$ cat config.mk
export PLATFORM = sky130hd
export DESIGN_NAME = quad_generator
export DESIGN_NICKNAME = d
export VERILOG_FILES = /design/src/rtl/quad_generator.sv
export SDC_FILE = /design/constraint.sdc
export NUM_CORES = 1
export LEC_CHECK = 0
export CAP_MARGIN = 20
export CORE_UTILIZATION = 40
export DETAILED_ROUTE_END_ITERATION = 16
export GPL_ROUTABILITY_DRIVEN = 0
export SLEW_MARGIN = 5
export SYNTH_ARGS = -nofsm -noshare
export SYNTH_HDL_FRONTEND = slang
export SYNTH_SLANG_ARGS = --single-unit
$ cat constraint.sdc
create_clock -name clk -period 4.37 [get_ports clk]
set_clock_uncertainty 0.2 [all_clocks]
set_input_delay 0.874 -clock clk [delete_from_list [all_inputs] [get_ports clk]]
set_output_delay 0.874 -clock clk [all_outputs]
set_load 0.01 [all_outputs]
$ cat src/rtl/quad_generator.sv
// Quadrature A/B generator: converts step commands into Gray-coded A/B
// phase edges, two edges per detent, with position tracking and abort.
module quad_generator #(
  parameter int unsigned CNT_W = 8,
  parameter int unsigned DIV_W = 16,
  parameter int unsigned POS_W = 8
) (
  input  logic             clk,
  input  logic             reset,
  input  logic             cmd_valid,
  output logic             cmd_ready,
  input  logic             cmd_up,
  input  logic [CNT_W-1:0] cmd_count,
  input  logic [DIV_W-1:0] edge_div,
  input  logic             abort,
  output logic             a,
  output logic             b,
  output logic             busy,
  output logic             done,
  output logic [POS_W-1:0] position
);

  typedef enum logic {IDLE, RUN} state_t;

  localparam logic [POS_W-1:0] POS_ONE   = POS_W'(1);
  localparam logic [DIV_W-1:0] TIMER_ONE = DIV_W'(1);
  localparam logic [CNT_W:0]   LEFT_ONE  = (CNT_W+1)'(1);

  state_t           state_q, state_d;
  logic [1:0]       ph_q, ph_d;
  logic [POS_W-1:0] pos_q, pos_d;
  logic             dir_q, dir_d;
  logic [DIV_W-1:0] div_q, div_d;
  logic [DIV_W-1:0] timer_q, timer_d;
  logic [CNT_W:0]   left_q, left_d;
  logic [CNT_W:0]   left_dec;
  logic             edge_hit;
  logic             done_q, done_d;
  logic             a_q, b_q;

  always_comb begin
    state_d  = state_q;
    ph_d     = ph_q;
    pos_d    = pos_q;
    dir_d    = dir_q;
    div_d    = div_q;
    timer_d  = timer_q;
    left_d   = left_q;
    left_dec = left_q;
    edge_hit = 1'b0;
    done_d   = 1'b0;
    case (state_q)
      IDLE: begin
        if (cmd_valid) begin
          if (cmd_count == '0) begin
            done_d = 1'b1;
          end else begin
            dir_d   = cmd_up;
            div_d   = edge_div;
            left_d  = {cmd_count, 1'b0};
            timer_d = '0;
            state_d = RUN;
          end
        end
      end
      RUN: begin
        edge_hit = (timer_q == div_q);
        if (edge_hit) begin
          timer_d  = '0;
          ph_d     = dir_q ? ph_q + 2'd1 : ph_q - 2'd1;
          // Count on the edge that leaves an even (detent) phase.
          if (!ph_q[0]) pos_d = dir_q ? pos_q + POS_ONE : pos_q - POS_ONE;
          left_dec = left_q - LEFT_ONE;
        end else begin
          timer_d = timer_q + TIMER_ONE;
        end
        // Abort keeps only the edge that completes a half-done detent.
        left_d = abort ? {{CNT_W{1'b0}}, left_dec[0]} : left_dec;
        if (left_d == '0) begin
          state_d = IDLE;
          done_d  = 1'b1;
        end
      end
      default: state_d = IDLE;
    endcase
  end

  always_ff @(posedge clk or negedge reset) begin
    if (!reset) begin
      state_q <= IDLE;
      ph_q    <= '0;
      pos_q   <= '0;
      dir_q   <= 1'b0;
      div_q   <= '0;
      timer_q <= '0;
      left_q  <= '0;
      done_q  <= 1'b0;
      a_q     <= 1'b0;
      b_q     <= 1'b0;
    end else begin
      state_q <= state_d;
      ph_q    <= ph_d;
      pos_q   <= pos_d;
      dir_q   <= dir_d;
      div_q   <= div_d;
      timer_q <= timer_d;
      left_q  <= left_d;
      done_q  <= done_d;
      a_q     <= ph_d[1] ^ ph_d[0];
      b_q     <= ph_d[1];
    end
  end

  assign a         = a_q;
  assign b         = b_q;
  assign done      = done_q;
  assign position  = pos_q;
  assign busy      = (state_q == RUN);
  assign cmd_ready = (state_q == IDLE);

endmodule

# Word-level counts from Yosys, hierarchy flattened

Cells that the tools add are included.

Logic and storage cells: 50
Register bits: 56
Input port bits: 29

Equality and inequality tests: 3
Bitwise logic cells: 4
Mux-type cells: 22
Reduce and logical (&&, ||, !) cells: 5
Add/sub/neg operators: 6

Operators with widths:

| cell                                              | number |
|---|---|
| 2-to-1 mux 16 bit                                 | 3 |
| 2-to-1 mux 9 bit                                  | 5 |
| one-hot mux 16 bit (2 select lines)               | 1 |
| one-hot mux 9 bit (2 select lines)                | 1 |
| adder 16 x 1 -> 16 bit (second input constant)    | 1 |
| == test 16 bit                                    | 1 |
| logical NOT 9 bit                                 | 1 |
| subtractor 9 x 1 -> 9 bit (second input constant) | 1 |
| adder 8 x 1 -> 8 bit (second input constant)      | 1 |
| logical NOT 8 bit                                 | 1 |
| 2-to-1 mux 8 bit                                  | 1 |
| subtractor 8 x 1 -> 8 bit (second input constant) | 1 |
| 2-to-1 mux 1 bit                                  | 6 |
| 2-to-1 mux 2 bit                                  | 3 |
| AND reduction 3 bit                               | 2 |
| inequality test 2 bit (second input constant)     | 2 |
| one-hot mux 1 bit (2 select lines)                | 2 |
| inverter 1 bit                                    | 3 |
| adder 2 x 1 -> 2 bit (second input constant)      | 1 |
| AND reduction 2 bit                               | 1 |
| subtractor 2 x 1 -> 2 bit (second input constant) | 1 |
| bitwise XOR 1 bit                                 | 1 |

# Logic depth before layout (Yosys ltp)

Depth in word-level cells: 7
Depth in mapped cells: 9

# Least setup slack after synthesis

No wires, ideal clock.

Path kind: input port to flip-flop
Start: in cmd_count[6]
End: reg div_q[10]
Path slack: 1.706 ns
Library setup time: 0.125 ns
Cell stages on the path: 7
Path buffers: 2
Arrival time: 2.339 ns
Path through: nor4_1 > nand2_1 > nand2_1 > nor2_1 > buf_2 > buf_1 > mux2_2

Word-level cells in the longest chain between the ends: 3

Ends and longest elaborated chain:

| item                          | RTL line | RTL |
|---|---|---|
| start: declaration            | 13       | `input logic [CNT_W-1:0] cmd_count,` |
| logical NOT 8 bit             | 55       | `if (cmd_count == '0) begin` |
| inverter 1 bit (no line)      | -        |  |
| AND reduction 3 bit (no line) | -        |  |
| end signal: assignment        | 105      | `div_q <= div_d;` |
| end: declaration              | 33       | `logic [DIV_W-1:0] div_q, div_d;` |

Every way passes these cells.
A chain may end at the register's enable or synchronous reset.

# Worst setup path in the final report

Start: reg state_q (netlist: busy)
End: out cmd_ready

Word-level cells in the longest chain between the ends: 1

Ends and longest elaborated chain:

| item                     | RTL line | RTL |
|---|---|---|
| start: declaration       | 29       | `state_t state_q, state_d;` |
| start signal: assignment | 101      | `state_q <= state_d;` |
| inverter 1 bit (no line) | -        |  |
| end: declaration         | 11       | `output logic cmd_ready,` |

Every way passes these cells.

==> run metrics <==
status=completed; Ant. Diodes=0; global-route wire length before repair=11100 um; Max VDD drop=roughly 270 uV; share of cells above drive strength 1=9.24%; Fill cells=701; Setup Buffers After CTS=0; CTS Sinks=55; clock root buffer=clkbuf_8; H-tree levels=2; hold_buf cts=0; Storage cell area=1380 um^2; area share of the largest cell type after synthesis=44.7%; drt wl/cell=13.7 um; unique cell type count in the Yosys netlist=44; area grow syn2layout=19.9%; Multi-input gate area=1610 um^2; Hold WS=0.309 ns; cts repair resizes=0; Mapped Cells=317; worst-margin pin slew=0.852 ns; initial antenna violation count=0; Std-Cell Core Area=approximately 7300 um^2; CTS buffer count=5; crit start category=flop; FF-to-FF setup slack=1.65 ns; Mapped Area=3080 um^2; DR iter-0 viols=approximately 120; endpoints failing setup=0; clock network fraction of total power=19.1%; Post-DRT Antenna Nets=0; aggregate global routing overflow=0; Final Hold Viols=0; drt first pass iters=4; WP data required=3.30 ns; Sw Share=approximately 36%; fraction of registers with async set/reset=100%; Main synth FF type=dfrtp_1; die width=89.7 um; WL final=6270 um; TritonCTS clock tree=done; synth top area cells=dfrtp_1 45%, xnor2_1 7.1%, mux2_2 6.2%; pin count of the biggest net entering global routing=38; worst relative slew slack=43.2%; crit end category=output pin; Clock Latency Late Sink=0.32 ns; P_int=between 1 and 1.5 mW; Hold Crit Class=flop to flop; Setup TNS Final=0 ns; vias per cell=~5.3; Die ar.=~8000 um^2; pwr dens=511 nW/um^2; max_cap viols=0; vias=2403; RSZ-0062 raised after global routing=false; top cell type by total area after synthesis=dfrtp_1; Sw Pwr=0.684 mW; Slew Viols, Final=0; Seq cells post-synth=55; Die Ht=around 90 um; IO Pins=42; fin crit share=66.1%; worst-case clock buffer depth=2; gr usage total=16.8%; CP Data Arrival Time=1.82 ns; Syn Nets=355; nets=394; Clock transition at path regs=0.10 ns; vias in the first global route=2254; PortBufs=roughly 40; Post-synth EDFFs=0; # DRC=0; Seq/Total Area, Yosys=about 45%; CP max FO=19; combinational power share=between 30% and 40%; Post-DP HPWL=about 4400 um; Synth Warn #=0; syn avg cell area=9.71 um^2; crit path time final=2.89 ns; num rows=31; leakage power figure=1.55 nW; initial core utilization=a little over two fifths; critical path class=flop to output pin; maximum clock frequency=between 0.3 and 0.4 GHz; Reg power frac=42.8%
registers in the layout (all words and copies together) (netlist names):
name      cells
div_q        16
timer_q      16
left_q        9
position      8
a             1
b             1
busy          1
dir_q         1
done          1
ph_q          1
per-layer routing:
metal,share of wire [%],GRT usage (%),vias to the layer above
li1,-,-,1199
met1,48,23.4,1140
met2,46,26.9,56
met3,4.8,2.79,8
met4,1.3,4.92,0
met5,0,0,-
layout by cell type (no fill, tap or decap), types with 3 or more instances in the layout:
cell type	synthesis	layout
dfrtp_1	55	55
nand2_1	40	40
clkdlybuf4s50_1	0	40
o21ai_0	34	34
xnor2_1	25	25
nor2_1	21	21
mux2_2	17	17
nand3_1	10	10
a21oi_1	9	9
ha_1	8	8
o22ai_1	7	7
mux2i_1	7	7
and3_1	7	7
inv_1	6	6
xor2_1	6	6
clkbuf_8	0	6
nor3_1	5	5
o31ai_1	5	5
nand4_1	4	4
nor4_1	4	4
buf_4	1	4
and2_1	3	3
o41ai_1	3	3
a21o_1	3	3
path summary, 6_finish.rpt:
path,to,depth (start not counted),startpoint
worst min register to register,timer_q[15]$_DFFE_PN0P_,1,timer_q[15]$_DFFE_PN0P_
worst max-delay path,cmd_ready,2,busy$_DFF_PN0_
max in group asynchronous,timer_q[15]$_DFFE_PN0P_,2,reset
min in group asynchronous,left_q[7]$_DFFE_PN0P_,1,reset
worst min-delay path,timer_q[15]$_DFFE_PN0P_,1,timer_q[15]$_DFFE_PN0P_
worst max register to register,timer_q[10]$_DFFE_PN0P_,8,timer_q[6]$_DFFE_PN0P_
synth_stat cells, types with 4 or more instances:
master and count:
mux2_2 17, nand3_1 10, xor2_1 6, nor2_1 21, a21oi_1 9, nor3_1 5, o22ai_1 7, nand2_1 40
xnor2_1 25, inv_1 6, dfrtp_1 55, o31ai_1 5, nand4_1 4, o21ai_0 34, nor4_1 4, ha_1 8
and3_1 7, mux2i_1 7, clkbuf_1 7
final cells by class:
cell class | instances | share of cell area (%)
sequential | 55 | 37.3
clock inverter | 2 | 0.949
timing repair buffer | 45 | 11.8
multi-input combinational | 243 | 43.7
tap | 99 | 3.36
inverter | 6 | 0.610
clock buffer | 6 | 2.24
critical path: stages (launching register included):
cell and delay [ns]:
dfrtp_1 0.75, inv_1 0.22, clkdlybuf4s50_1 0.54
cells by family (layout without fill, tap and decap cells):
group / Yosys count / count (layout) / share of synthesized area (%)
mux: 24 / 24 / 8.50
flops: 55 / 55 / 44.7
buf+inv: 19 / 59 / 2.81
fa+ha+maj: 9 / 9 / 3.90
compound gates: 74 / 74 / 14.6
simple gates: 105 / 105 / 16.6
xor+xnor: 31 / 31 / 8.82
power groups by stage:
stage	sequential [mW]	clock, mW	combinational, mW
after floorplan	0.755	0	0.591
after global placement	0.816	0	0.714
after detailed placement	0.819	0	0.722
after CTS	0.808	0.372	0.728
after global routing	0.835	0.388	0.814
final	0.807	0.359	0.719
metrics by stage:
stage	total power [mW]	util [%]	cells	setup WS, ns	cell area [um^2]
floorplan	1.35	-	317	1.71	3080
global placement	1.53	48.7	448	1.29	3570
detailed placement	1.54	48.7	448	1.20	3570
CTS	1.91	50.3	456	1.47	3690
global route	2.04	50.3	456	1.29	3690
finish	1.89	50.3	456	1.48	3690
No activity file was read; power rests on OpenSTA's default activity.
